$ cat config.mk
export PLATFORM = sky130hd
export DESIGN_NAME = seq_run_detect
export DESIGN_NICKNAME = d
export VERILOG_FILES = /design/src/rtl/seq_run_detect.sv
export SDC_FILE = /design/constraint.sdc
export NUM_CORES = 1
export LEC_CHECK = 0
export CAP_MARGIN = 20
export CORE_MARGIN = 1
export CORE_UTILIZATION = 49
export CTS_CLUSTER_DIAMETER = 80
export DETAILED_ROUTE_END_ITERATION = 10
export MAX_ROUTING_LAYER = met4
export PLACE_DENSITY_LB_ADDON = 0.1
export REMOVE_ABC_BUFFERS = 1
export SLEW_MARGIN = 15
export SYNTH_ARGS = -nofsm -noshare
export SYNTH_HDL_FRONTEND = slang
export SYNTH_SLANG_ARGS = --single-unit
$ cat constraint.sdc
create_clock -name clk -period 2 [get_ports clk]
set_input_delay 0.2 -clock clk [delete_from_list [all_inputs] [get_ports clk]]
set_output_delay 0.2 -clock clk [all_outputs]
set_load 0.01 [all_outputs]
$ cat src/rtl/seq_run_detect.sv
// Serial run detector: flags runs of RUN_LEN equal bits (1s, 0s or either, selected by mode),
// with a first-reach strobe and a saturating event counter.
module seq_run_detect #(
  parameter int RUN_LEN = 4,
  parameter int CNT_W   = 8
) (
  input  logic             clk,
  input  logic             reset,
  input  logic             en,
  input  logic             w,
  input  logic [1:0]       mode,
  input  logic             clr_cnt,
  output logic             z,
  output logic             z_pol,
  output logic             z_pulse,
  output logic [7:0]       run_len,
  output logic [CNT_W-1:0] match_cnt
);

  typedef enum logic {IDLE, TRACK} state_t;

  localparam logic [7:0]       RUN_MAX = 8'(RUN_LEN);
  localparam logic [7:0]       RUN_PRE = 8'(RUN_LEN - 1);
  localparam logic [CNT_W-1:0] CNT_MAX = '1;

  state_t           state, state_nxt;
  logic             last_bit, last_bit_nxt;
  logic [7:0]       run_cnt, run_cnt_nxt;
  logic             pulse_nxt;
  logic [CNT_W-1:0] match_cnt_nxt;

  function automatic logic polarity_ok(input logic b, input logic [1:0] m);
    case (m)
      2'b00:   return b;
      2'b01:   return ~b;
      default: return 1'b1;
    endcase
  endfunction

  function automatic logic [7:0] sat_run(input logic [7:0] c);
    return (c == RUN_MAX) ? c : c + 8'd1;
  endfunction

  function automatic logic [CNT_W-1:0] sat_cnt(input logic [CNT_W-1:0] c);
    return (c == CNT_MAX) ? c : c + CNT_W'(1);
  endfunction

  always_ff @(posedge clk or posedge reset) begin
    if (reset) begin
      state     <= IDLE;
      last_bit  <= 1'b0;
      run_cnt   <= 8'd0;
      z_pulse   <= 1'b0;
      match_cnt <= '0;
    end else begin
      state     <= state_nxt;
      last_bit  <= last_bit_nxt;
      run_cnt   <= run_cnt_nxt;
      z_pulse   <= pulse_nxt;
      match_cnt <= match_cnt_nxt;
    end
  end

  always_comb begin
    state_nxt     = state;
    last_bit_nxt  = last_bit;
    run_cnt_nxt   = run_cnt;
    pulse_nxt     = 1'b0;
    match_cnt_nxt = match_cnt;
    if (en) begin
      case (state)
        IDLE: begin
          state_nxt    = TRACK;
          last_bit_nxt = w;
          run_cnt_nxt  = 8'd1;
        end
        TRACK: begin
          if (w == last_bit) begin
            run_cnt_nxt = sat_run(run_cnt);
            // Strobe only on the transition into a full run; a held full run never re-fires.
            pulse_nxt   = (run_cnt == RUN_PRE) && polarity_ok(last_bit, mode);
          end else begin
            last_bit_nxt = w;
            run_cnt_nxt  = 8'd1;
          end
        end
      endcase
    end
    if (clr_cnt)
      match_cnt_nxt = CNT_W'(pulse_nxt);
    else if (pulse_nxt)
      match_cnt_nxt = sat_cnt(match_cnt);
  end

  // mode is applied live so a mode change can toggle z without a new sample.
  assign z       = (state == TRACK) && (run_cnt == RUN_MAX) && polarity_ok(last_bit, mode);
  assign z_pol   = last_bit;
  assign run_len = run_cnt;

endmodule

==> flow_metrics.py <==
metrics = {
    "logic_synthesis": {
        "postSynthCellCount": 116,
        "synth_edf_count": 0,
        "postSynthAreaPerCell_um2": 9.72,
        "synth.distinct_cells": 39,
        "ys_seq_area_share_pct": 42.2,
        "synth-warning-count": 0,
        "syn_area_um2": 1130,
        "async_flop_share_pct": 100,
        "ys.flop_type": "dfrtp_1",
        "ys_seq_elements": 19,
    },
    "global_routing": {
        "grt_pass1_vias": 973,
        "track_usage_pct": 24.1,
        "grt_remaining_overflow": 0,
        "antenna_found_initial": 0,
        "grt_first_pass_wirelength_um": 4290,
        "grt_max_degree": 20,
    },
    "detailed_routing": {
        "wl_per_cell_um": 14.9,
        "drtIter0Drc": 27,
        "drt_first_pass_iters": 4,
        "final_antenna_net_count": 0,
        "vias": 1095,
        "route.detailed.drc": 0,
        "viasPerCell": 5.82,
        "totalWireLength_um": 2800,
    },
    "die": {
        "fp-row-count": 17,
        "coreArea_um2": 2190,
        "initial_core_util_pct": 51.5,
        "dieArea_um2": 2500,
        "ios": 26,
        "fp.dieW_um": 50.0,
        "die_h_um": 50.0,
    },
    "clocking": {
        "cts_hold_buf": 0,
        "clk_latency_ns": 0.31,
        "clock-root-buffer": "clkbuf_4",
        "htree_num_levels": 1,
        "clk_pin_slew_worst_paths_ns": 0.11,
        "cts_made_buffers": 3,
        "clock_sinks": 19,
        "cts_tree": "done",
        "clk_path_buf_depth": 2,
    },
    "timing": {
        "fin_crit_sh_pct": 92.8,
        "max_freq_mhz": 539,
        "period_minus_slack_ns": 1.86,
        "finalSetupViolations": 0,
        "rsz0062_at_grt": "no",
        "holdWs_ns": 0.191,
        "hold_viol": 0,
        "drv_slew": 0,
        "max_slew_margin_pct": 72.7,
        "fin_skew_ns": 0.00217,
        "worstMarginPinSlew_ns": 0.408,
    },
    "status": {
        "status": "finished, final reports clean",
    },
    "critical_path": {
        "r2r_cells": 7,
        "critPathRequiredTime_ns": 1.80,
        "cp-end-kind": "output pin",
        "timing.rr.start": "run_len[0]",
        "crit_type": "reg -> out",
        "startpoint_type": "flip-flop",
        "rrSetupSlack_ns": 0.15,
        "crit_arrival_ns": 1.66,
        "worstSetupStartpoint": "run_len[1]",
        "cp_max_fo": 4,
    },
    "finish": {
        "fin_cells": 188,
        "area_growth_pct": 43.0,
        "num-nets-final": 171,
        "final-seq-area_um2": 475,
        "layout_commonest_cell": "clkdlybuf4s50_1",
        "drive_above_1_share_pct": 21.9,
        "mostFrequentLayoutCells": "clkdlybuf4s50_1 (24), dfrtp_1 (19), buf_4 (18)",
        "n_antenna_cell": 0,
        "multi_input_area_um2": 664,
        "fillers": 169,
    },
    "placement": {
        "place.gp.congestion": 0.910,
        "hpwl_um": 1970,
        "post-place-cells": 183,
        "portBuffers": 25,
    },
    "min_path": {
        "hold_path.class": "in -> async",
    },
    "power": {
        "leakagePower_nw": 0.680,
        "peakVddDrop_mv": 0.653,
        "p_per_area_nw_per_um2": 684,
    },
    "run": {
        "maxCapViolations": 0,
    },
}
==> layer usage <==
layer  wire, µm  track usage (%)
met1       1320             32.5
met2       1300             35.4
met3        123             2.78
met4         56             12.9
met5          0                -
==> through the flow <==
step / setup WS, ns / TNS, ns / area [µm²] / util (%) / total power [mW]
6_report: 0.145 / 0 / 1610 / 73.6 / 1.10
5_1_grt: 0.0196 / 0 / 1610 / 73.6 / 1.15
4_1_cts: 0.00538 / 0 / 1570 / 71.8 / 1.07
3_5_place_dp: -0.0808 / -0.285 / 1530 / 69.6 / 0.856
3_3_place_gp: -0.0275 / -0.0275 / 1530 / 69.6 / 0.843
2_1_floorplan: 0.0993 / 0 / 1100 / - / 0.631
==> power by group <==
group	internal [mW]	switching, mW	total [mW]	leakage, nW
clock	0.0782	0.131	0.209	0.0150
sequential	0.413	0.0388	0.452	0.253
combinational	0.244	0.198	0.442	0.412
total	0.735	0.368	1.10	0.680
==> worst max-delay path, cell delays in order, from the launching register on <==
cell and delay, ns:
dfrtp_1 0.45, inv_1 0.08, ha_1 0.15, nor4bb_4 0.21, nand2_1 0.12, nor3b_2 0.18, buf_2 0.15
==> flip-flops by register name, indices dropped and copies added, names as in the netlist <==
signal / flops
run_len: 8
z_pulse: 1
state: 1
match_cnt: 8
z_pol: 1
==> timing repair <==
action | CTS | global route
gates cloned | 0 | 0
setup buffers | 0 | 1
pin swaps | 0 | 5
endpoints found under the setup margin | 1 | 6
resized for setup | 6 | 7
hold endpoints to repair | 0 | 0
==> Yosys cell counts, types with 2 or more instances <==
cell	number	share of area, %
a21oi_1	8	3.6
nand3_1	5	2.2
nor3b_1	2	1.3
nand2_1	7	2.3
mux2_1	3	3.0
nor4_1	3	1.7
a22o_1	3	2.3
nor2_1	9	3.0
and3_1	4	2.2
nor2b_1	3	1.7
o31ai_1	2	1.3
dfrtp_1	19	42
ha_1	3	3.3
clkbuf_1	3	1.0
inv_1	5	1.7
nor3_1	3	1.3
o21ai_0	6	2.7
or2_2	2	1.1
a311oi_1	2	1.6
nand4_1	3	1.7
xnor2_1	3	2.3
==> area by class of cell <==
type,count,share of cell area [%]
flip-flops and latches,19,29.5
clock buffers,4,1.63
multi-input cells,88,41.2
inverters,5,1.16
repair buffers,44,24.3
well taps,28,2.17
==> logic make-up (layout without fill, tap and decap cells) <==
group,count (synthesis),count (layout),share of synthesized area [%]
XOR/XNOR,4,4,3.11
multiplexers,5,5,4.88
buffers and inverters,9,53,3.66
AND/OR/NAND/NOR,47,47,25.0
AO/OA/AOI/OAI,29,29,17.9
adder cells (fa/ha/maj),3,3,3.33
flip-flops,19,19,42.2
==> final timing paths <==
| path | end |
|---|---|
| worst max-delay path | z |
| worst min-delay path | run_len[1] |
| worst max register to register | match_cnt[3] |
| worst min register to register | state |
| max in group asynchronous | run_len[7] |
| min in group clk | z_pol |
Power figures use the tool's default switching activity.
==> edit (config.mk and constraints unchanged) <==
Compare `run_cnt` against `RUN_MAX` with >= in place of ==.
--- a/src/rtl/seq_run_detect.sv
+++ b/src/rtl/seq_run_detect.sv
@@ -95,3 +95,3 @@
   // mode is applied live so a mode change can toggle z without a new sample.
-  assign z       = (state == TRACK) && (run_cnt == RUN_MAX) && polarity_ok(last_bit, mode);
+  assign z       = (state == TRACK) && (run_cnt >= RUN_MAX) && polarity_ok(last_bit, mode);
   assign z_pol   = last_bit;
Function: same outputs for any inputs over 10 cycles, from zero or initial values and one cycle with reset high; that may be too few to reach the edited logic, so the function may still have changed.
==> edit against the original RTL <==
- area after synthesis grew 6.2%
- sequential cell count unchanged
- wire length grew 4.6%
- total power increased by 9.1%
- sequential power increased by 3%
- hold slack gained 0.0080 ns
- count of clock-buffer cells in the layout is 1 lower
- worst setup slack got worse by 0.0054 ns
- cell area down 0.16%
- largest cell class unchanged
- highest routed layer unchanged
==> edit: results (changes against the original RTL) <==
* P_comb at 533 uW (+21%)
* Final Skew at 0.00886 ns (+0.00669 ns)
* Post-CTS Setup Inserts at 1 (+1)
* Initial drt markers at 31 (+15%)
* Synth top area cells: dfrtp_1 40%, mux2_2 3.8%, ha_1 3.1%
* Total GRT Usage at 27.4% (+3.3 points)
* Grt met3 use at 3.57% (+0.79 points)
* Fillers at 181 (+7.1%)
* Total power at 1.20 mW (+9.1%)
* Actual slew at the worst max-slew pin at 0.512 ns (+0.104 ns)
* Area Growth Syn to Fin at 34.4%
* CP peak stage delay at 0.41 ns (-0.04 ns)
* Clock transition at the registers of the reported paths at 0.12 ns
* Distinct cells, synth at 43 (+10%)
* GRT met2 Usage at 41.1% (+5.8 points)
* Total Wirelength at 2930 um (+4.6%)
* Critical Path Fanout Max at 8 (+4)
* DP Cell Count at 181 (-1.1%)
* Synth Area in Compound Gates at 12.9% (-5.0 points)
* Mux share of post-synthesis cell area at 9.09% (+4.2 points)
* Commonest cells post-synth: 19 x dfrtp_1, 8 x nor2_1, 6 x nor2b_1, 6 x nor4_1, 6 x o21ai_0
* Yosys Warn Count at 0 (unchanged)
* Final hold slack at 0.199 ns (+0.00801 ns)
* Gpl congestion at 0.866 (-4.8%)
* Outcome: finished, final reports clean
* Crit path DAT at 2.06 ns (+0.40 ns)
* Flop2flop setup slack at roughly 0.14 ns
* Tmin final at 1.86 ns (+0.00536 ns)
* First-pass GRT wire length at 5070 um (+18%)
* Avg WL per Cell at 15.7 um (+5.7%)
* Sequential-to-total area share from yosys stat at 39.7% (-2.5 points)
* GR Util met1 at 37.9% (+5.4 points)
* Vias post-DR at 1110 (+1.4%)
* Post-Syn Instances at 122 (+5.2%)
* Hold WC Path Type: input pin to async pin
* Layout cells sized above 1 at 18.4% (-3.5 points)
* Cell family with most CP delay: simple AND/OR/NAND/NOR gates
* Slew Viols, Final at 0 (unchanged)
* Switching Share at 36.3% (+2.9 points)
* CTS Buf Count at 3 (unchanged)
* Final-stage net count at 169 (-1.2%)
* Sequential Power at 465 uW (+3%)
* Post-CTS Resized at 4 (-2)
* Final HPWL DP at 2160 um (+9.7%)
* Fraction of the mapped netlist area in adder cells at 3.13% (-0.19 points)
* Leakage at 0.728 nW (+7.0%)
* XOR/XNOR Fraction of Synth Area at 2.09% (-1.0 points)
* Placed instance area at 1540 sq um (+1.2%)
* Setup WS pre-CTS at 0.00501 ns (+0.0858 ns)
* VDD IR max at 0.544 mV (-17%)
## edit: cell type report
class,count,share of cell area [%]
Multi-Input combinational cell,93,44.0
Inverter,5,1.17
Tap cell,28,2.18
Clock buffer,3,1.40
Clock inverter,1,0.311
Sequential cell,19,29.6
Timing Repair Buffer,37,21.3
## edit: routing by layer
metal | vias to the layer above | wire, um
met1 | 532 | 1280
met3 | 4 | 189
li1 | 521 | -
met2 | 53 | 1410
met4 | 0 | 42
met5 | - | 0
## edit: final timing paths
| check | to | depth (start not counted) | startpoint |
|---|---|---|---|
| worst max register to register | match_cnt[5] | 5 | run_len[1] |
| worst min register to register | run_len[0] | 2 | run_len[0] |
| min in group clk | run_len[0] | 2 | run_len[0] |
| max in group asynchronous | z_pol | 3 | reset |
| worst max-delay path | match_cnt[5] | 5 | run_len[1] |
| worst min-delay path | run_len[4] | 3 | reset |
